<file path="config.mk">
export PLATFORM = sky130hd
export DESIGN_NAME = booth_divider
export DESIGN_NICKNAME = d
export VERILOG_FILES = /design/src/rtl/booth_divider.sv
export SDC_FILE = /design/constraint.sdc
export NUM_CORES = 1
export LEC_CHECK = 0
export ABC_AREA = 1
export CAP_MARGIN = 40
export CELL_PAD_IN_SITES_DETAIL_PLACEMENT = 0
export CELL_PAD_IN_SITES_GLOBAL_PLACEMENT = 1
export CORE_MARGIN = 8
export CORE_UTILIZATION = 45
export CTS_CLUSTER_DIAMETER = 60
export DETAILED_ROUTE_END_ITERATION = 6
export PLACE_DENSITY = 0.86
export SLEW_MARGIN = 10
export SYNTH_ARGS = -nofsm -noshare
export SYNTH_HDL_FRONTEND = slang
export SYNTH_SLANG_ARGS = --single-unit
</file>
<file path="constraint.sdc">
create_clock -name CLK -period 2.3 [get_ports CLK]
set_input_delay 0.345 -clock CLK [delete_from_list [all_inputs] [get_ports CLK]]
set_output_delay 0.345 -clock CLK [all_outputs]
set_load 0.05 [all_outputs]
</file>
<file path="src/rtl/booth_divider.sv">
// ============================================================================
// Module      : booth_divider
// Description : Sequential signed two's-complement divider. Operand
//               magnitudes are divided with a restoring shift/subtract loop,
//               one quotient bit per clock, then signs are re-applied.
//               Quotient truncates toward zero; remainder takes the sign of
//               the dividend. Divide-by-zero and MIN/-1 are flagged.
// Revision    : 1.0 - initial release
// ----------------------------------------------------------------------------
// Ports:
//   CLK         in   1      system clock, rising edge
//   RST_N       in   1      asynchronous active-low reset
//   start       in   1      request pulse, sampled only while idle
//   dividend    in   WIDTH  signed dividend, captured on accept
//   divisor     in   WIDTH  signed divisor, captured on accept
//   busy        out  1      operation in progress
//   tx          out  1      one-cycle strobe: results newly updated
//   quotient    out  WIDTH  signed quotient
//   remainder   out  WIDTH  signed remainder
//   div_by_zero out  1      last result had divisor == 0
//   overflow    out  1      last result was MIN / -1
// ============================================================================
`default_nettype none

module booth_divider #(
  parameter int WIDTH = 4
) (
  input  logic             CLK,
  input  logic             RST_N,
  input  logic             start,
  input  logic [WIDTH-1:0] dividend,
  input  logic [WIDTH-1:0] divisor,
  output logic             busy,
  output logic             tx,
  output logic [WIDTH-1:0] quotient,
  output logic [WIDTH-1:0] remainder,
  output logic             div_by_zero,
  output logic             overflow
);

  localparam int CW = $clog2(WIDTH + 1);

  localparam logic [WIDTH-1:0] c_one      = {{(WIDTH-1){1'b0}}, 1'b1};
  localparam logic [WIDTH-1:0] c_min      = {1'b1, {(WIDTH-1){1'b0}}};
  localparam logic [WIDTH-1:0] c_all_ones = {WIDTH{1'b1}};
  localparam logic [CW-1:0]    c_cnt_one  = {{(CW-1){1'b0}}, 1'b1};
  localparam logic [CW-1:0]    c_last     = CW'(WIDTH - 1);

  typedef enum logic [1:0] {
    S_IDLE = 2'd0,
    S_CALC = 2'd1,
    S_FIX  = 2'd2
  } state_t;

  state_t           r_state;
  logic             r_sign_q;
  logic             r_sign_r;
  logic             r_dvz;
  logic             r_ovf;
  logic [WIDTH-1:0] r_dvd_raw;
  // Holds the dividend magnitude; quotient bits shift in from the bottom, so
  // after the last iteration it holds the quotient magnitude.
  logic [WIDTH-1:0] r_dvd_mag;
  logic [WIDTH-1:0] r_dvs_mag;
  logic [WIDTH:0]   r_prem;
  logic [CW-1:0]    r_cnt;

  logic [WIDTH-1:0] w_dvd_abs;
  logic [WIDTH-1:0] w_dvs_abs;
  logic [WIDTH+1:0] w_shift;
  logic [WIDTH+1:0] w_diff;
  logic             w_ge;

  // Magnitude of MIN wraps back to MIN, which read as unsigned is 2^(WIDTH-1).
  assign w_dvd_abs = dividend[WIDTH-1] ? (~dividend + c_one) : dividend;
  assign w_dvs_abs = divisor[WIDTH-1]  ? (~divisor  + c_one) : divisor;

  // The partial remainder stays below the divisor magnitude (<= 2^(WIDTH-1)),
  // so the shifted value never reaches the top bit and w_diff's MSB is a
  // clean sign for the trial subtraction.
  assign w_shift = {r_prem, r_dvd_mag[WIDTH-1]};
  assign w_diff  = w_shift - {2'b00, r_dvs_mag};
  assign w_ge    = ~w_diff[WIDTH+1];

  always_ff @(posedge CLK or negedge RST_N) begin
    if (!RST_N) begin
      r_state     <= S_IDLE;
      r_sign_q    <= 1'b0;
      r_sign_r    <= 1'b0;
      r_dvz       <= 1'b0;
      r_ovf       <= 1'b0;
      r_dvd_raw   <= '0;
      r_dvd_mag   <= '0;
      r_dvs_mag   <= '0;
      r_prem      <= '0;
      r_cnt       <= '0;
      busy        <= 1'b0;
      tx          <= 1'b0;
      quotient    <= '0;
      remainder   <= '0;
      div_by_zero <= 1'b0;
      overflow    <= 1'b0;
    end else begin
      case (r_state)
        S_IDLE: begin
          tx <= 1'b0;
          if (start) begin
            r_sign_q  <= dividend[WIDTH-1] ^ divisor[WIDTH-1];
            r_sign_r  <= dividend[WIDTH-1];
            r_dvz     <= (divisor == '0);
            r_ovf     <= (dividend == c_min) && (divisor == c_all_ones);
            r_dvd_raw <= dividend;
            r_dvd_mag <= w_dvd_abs;
            r_dvs_mag <= w_dvs_abs;
            r_prem    <= '0;
            r_cnt     <= '0;
            busy      <= 1'b1;
            r_state   <= S_CALC;
          end
        end

        S_CALC: begin
          r_prem    <= w_ge ? w_diff[WIDTH:0] : w_shift[WIDTH:0];
          r_dvd_mag <= {r_dvd_mag[WIDTH-2:0], w_ge};
          r_cnt     <= r_cnt + c_cnt_one;
          if (r_cnt == c_last) begin
            r_state <= S_FIX;
          end
        end

        S_FIX: begin
          // The magnitude path already yields the wrapped MIN quotient and a
          // zero remainder for MIN / -1; only the zero divisor is overridden.
          if (r_dvz) begin
            quotient  <= c_all_ones;
            remainder <= r_dvd_raw;
          end else begin
            quotient  <= r_sign_q ? (~r_dvd_mag + c_one) : r_dvd_mag;
            remainder <= r_sign_r ? (~r_prem[WIDTH-1:0] + c_one) : r_prem[WIDTH-1:0];
          end
          div_by_zero <= r_dvz;
          overflow    <= r_ovf;
          tx          <= 1'b1;
          busy        <= 1'b0;
          r_state     <= S_IDLE;
        end

        default: begin
          r_state <= S_IDLE;
        end
      endcase
    end
  end

endmodule

`default_nettype wire

</file>
# Word level (Yosys, flattened, before mapping)

Cells that the tools add are included.

Flip-flop bits (word level): 38

Mux-type cells: 19
Reduce and logical (&&, ||, !) cells: 9
Eq/ne operators: 7
Bitwise logic cells: 6
Add/sub/neg operators: 6

Operator list:

| kind                                                                   | count |
|---|---|
| 4-bit two-way mux                                                      | 7 |
| 4-bit by 1-bit adder with 4-bit output (second input constant)         | 4 |
| 4-bit NOT                                                              | 4 |
| 5-bit two-way mux                                                      | 2 |
| 5-bit case mux with 2 select lines                                     | 1 |
| 4-bit equality test (second input constant)                            | 2 |
| 4-bit case mux with 2 select lines                                     | 1 |
| 2-bit AND reduction                                                    | 4 |
| 3-bit case mux with 2 select lines                                     | 1 |
| 6-bit by 4-bit subtractor with 6-bit output                            | 1 |
| 4-bit logical NOT                                                      | 1 |
| 2-bit two-way mux                                                      | 2 |
| 2-bit != test (second input constant)                                  | 2 |
| 1-bit case mux with 2 select lines                                     | 2 |
| 2-bit case mux with 2 select lines                                     | 1 |
| 2-bit nonzero test                                                     | 2 |
| 3-bit by 1-bit adder with 3-bit output (second input constant)         | 1 |
| 3-bit by 2-bit equality test with 1-bit output (second input constant) | 1 |
| 3-bit two-way mux                                                      | 1 |
| 2-bit by 1-bit equality test with 1-bit output (second input constant) | 1 |
| 2-bit equality test (second input constant)                            | 1 |
| 2-bit logical NOT                                                      | 1 |
| 1-bit logical AND                                                      | 1 |
| 1-bit two-way mux                                                      | 1 |
| 2 further kinds                                                        | 2 |

# Logic depth before layout (Yosys ltp)

Word-level depth: 5
Gate-level depth with buffers: 11
Depth with buffers taken out: 11

# Least setup slack after synthesis

Ideal clock, no wire load.

Kind: register -> register
From: register r_dvd_mag[3]
To: register r_prem[4]
Path slack: 703 ps
Arrival: 1,480 ps
Cell stages (with the launch flop): 11
Clock period less this slack: 1,597 ps
Path through: dfrtp_1 inv_1 ha_1 fa_1 nand3b_1 nand2_1 nand2_1 nand2_1 nand3_1 nand3_1 nand2_1

Word-level cells in the longest chain between the ends: 3

RTL lines:

| item                                        | line | text |
|---|---|---|
| from (decl)                                 | 63   | `logic [WIDTH-1:0] r_dvd_mag;` |
| from (signal assigned)                      | 113  | `r_dvd_mag <= w_dvd_abs;` |
| from (signal assigned)                      | 124  | `r_dvd_mag <= {r_dvd_mag[WIDTH-2:0], w_ge};` |
| 6-bit by 4-bit subtractor with 6-bit output | 82   | `assign w_diff = w_shift - {2'b00, r_dvs_mag};` |
| 5-bit two-way mux                           | 123  | `r_prem <= w_ge ? w_diff[WIDTH:0] : w_shift[WIDTH:0];` |
| 5-bit case mux with 2 select lines          | 104  | `case (r_state)` |
| to (signal assigned)                        | 123  |  |
| to (decl)                                   | 65   | `logic [WIDTH:0] r_prem;` |

No other way between the ends.
A chain may end at the register's enable or synchronous reset.

# Worst setup path after layout

From: register remainder[1]
To: output remainder[1]

RTL lines:

| item                   | line | text |
|---|---|---|
| from (decl)            | 36   | `output logic [WIDTH-1:0] remainder,` |
| from (signal assigned) | 136  | `remainder <= r_dvd_raw;` |
| from (signal assigned) | 139  | `remainder <= r_sign_r ? (~r_prem[WIDTH-1:0] + c_one) : r_prem[WIDTH-1:0];` |

No word-level cell between the ends.

==> metrics <==
status=finished clean; row count=24; Synth Flop Type=dfrtp_1; Pins Over Slew Limit=0; Yosys cell types=31; top post-synthesis cells by area=dfrtp_1 45%, nand2_1 7.1%, ha_1 6.7%; Area Growth Syn to Fin=16.3%; first-pass GRT wire length=7410 um; placed inst area=2310 um2; Inst Count DP=309; GPL Wtd Cong=0.815; clock latency on the worst-skew pair=0.29 ns; Leak Pwr=1.19 nW; Mapped Area=between 2000 and 2500 um2; vias per std cell=just over 5; final instance area=2400 um2; post-synthesis sequential area ratio=45.0%; Synth Instances=238; # clock sinks=37; reg-to-reg critical path startpoint=r_dvd_mag[3]; share of cells above drive strength 1=around 10%; area of the die=7000 um2; f_max=557 MHz; clock root buffer master=clkbuf_8; RSZ-0062 raised after global routing=no; cell with the most instances after synthesis=nand2_1; DRC viols=0; Pwr Total=3.82 mW; non-filler cells, final=316; maxcap violations=0; CP Max Fanout=2; setup TNS=0 ns; Min Hold Slack=0.145 ns; top-area cell type share of the netlist area=~45%; cell taking the most area after synthesis=dfrtp_1; Pwr Density=about 1600 nW/um2; Num CTS Buffers=5; H-Tree Depth=2; Peak supply drop=0.473 mV; TritonCTS clock tree=yes; EDFF count, synth=0; Inserted Diodes=0; Vias=1633; Critical Path Stages=1; Worst-path clk slew=0.07 ns; setup ws final=0.506 ns; Async SR Flop Fraction=100%; WL per Instance=13.6 um; CP max stage cell=clkdlybuf4s50_1; minimum clock period after layout=1.79 ns; max incr delay on CP=0.81 ns; Initial Utilization=47.0%; Worst path top cell family by delay=buffers and inverters; worst clock skew=0.00555 ns; Buf+Inv Stages, Crit Path=1; IO Port Bufs=22; Worst Reg2Reg Path Length in Cells=10; CP endpoint kind=primary output; Core ar.=4380 um2; Hold Crit Class=in2async; Mapped Nets=261; post-DP HPWL=3350 um; DR iter-0 viols=80; Die Width=83.7 um; initial antenna violation count=0; total grt overflow=0; final WL=4290 um; Pre-antenna DRT Iters=4; worst slew pin tran=0.816 ns; relative slew slack=~46%; critical path class=reg2out; critical path launch point=remainder[1]; Total GRT Usage=about an eighth; Place WS=0.517 ns; Crit path arrival time=between 1 and 1.5 ns; number of global-route vias before repair=around 1600; nets=287; Crit path required time=roughly 2.0 ns; clk buf depth=2; Setup-failing EPs final=0; Startpoint Class=flop; largest net degree at the start of global routing=38; final hold violation count=0; Final Cycle Share=~78%; die span in y=83.7 um; Routed Antenna Nets=0; Synth Register Bits=37; PostCTS Resize Cnt=0; # IOs=23; yosys warns=0; Post-synth top cells=39 x nand2_1, 37 x dfrtp_1, 35 x inv_1; crit path cell chain=clkdlybuf4s50_1; syn_area_per_cell=roughly 8.7 um2; hold_buf cts=0; post-CTS setup buffer count=0; final core utilization=54.7%
area by class of cell:
cell class                      instances  area [um2]
Inverter                               40         153
Multi-Input combinational cell        158         951
Tap cell                               52        65.1
Timing Repair Buffer                   22         215
Fill cell                             433        1990
Clock buffer                            7        86.3
Sequential cell                        37         926
worst paths after layout:
| check | end | slack, ns |
|---|---|---|
| max reg2reg | r_prem[4] | 0.57 |
| max | remainder[1] | 0.51 |
| min reg2reg | r_cnt[0] | 0.48 |
| min | remainder[3] | 0.14 |
| max in group asynchronous | quotient[2] | 1.63 |
| min in group CLK | r_cnt[0] | 0.48 |
layout by cell type, fill, tap and decap left out, types with 4 or more instances in the layout:
cell,netlist,final
a21oi_1,8,8
clkbuf_8,0,6
clkdlybuf4s50_1,0,21
dfrtp_1,37,37
ha_1,11,11
inv_1,35,35
inv_2,4,4
nand2_1,39,39
nand3_1,22,22
nor2_1,22,22
o21ai_0,12,12
o21ai_1,7,7
xor2_1,6,6
sequential cells by signal, indices dropped and copies added (netlist names), 2 cells and up:
register and cells:
remainder 4, r_prem 5, r_cnt 3, quotient 4, r_dvs_mag 4, r_dvd_raw 3, r_state 2, r_dvd_mag 4
layer usage:
| metal | global-route usage, % | vias to the layer above | share of wire (%) |
|---|---|---|---|
| met5 | 0 | - | 0 |
| met3 | 3.42 | 8 | 4.6 |
| met4 | 6.12 | 0 | 2.0 |
| li1 | - | 828 | - |
| met2 | 18.5 | 35 | 43 |
| met1 | 17.1 | 762 | 50 |
power by group:
group / switching [mW] / total (mW) / internal [mW]
logic: 1.40 / 2.20 / 0.797
clock network: 0.211 / 0.448 / 0.237
registers: 0.215 / 1.17 / 0.954
cells by family (layout without fill, tap and decap cells):
logic type / Yosys count / in the layout / share of synthesized area [%]
flip-flops: 37 / 37 / 45.0
AO/OA/AOI/OAI: 37 / 37 / 10.4
adder cells (fa/ha/maj): 12 / 12 / 7.65
buffers and inverters: 43 / 69 / 8.87
XOR/XNOR: 6 / 6 / 2.55
AND/OR/NAND/NOR: 103 / 103 / 25.5
(Power assumes the default switching activity.)
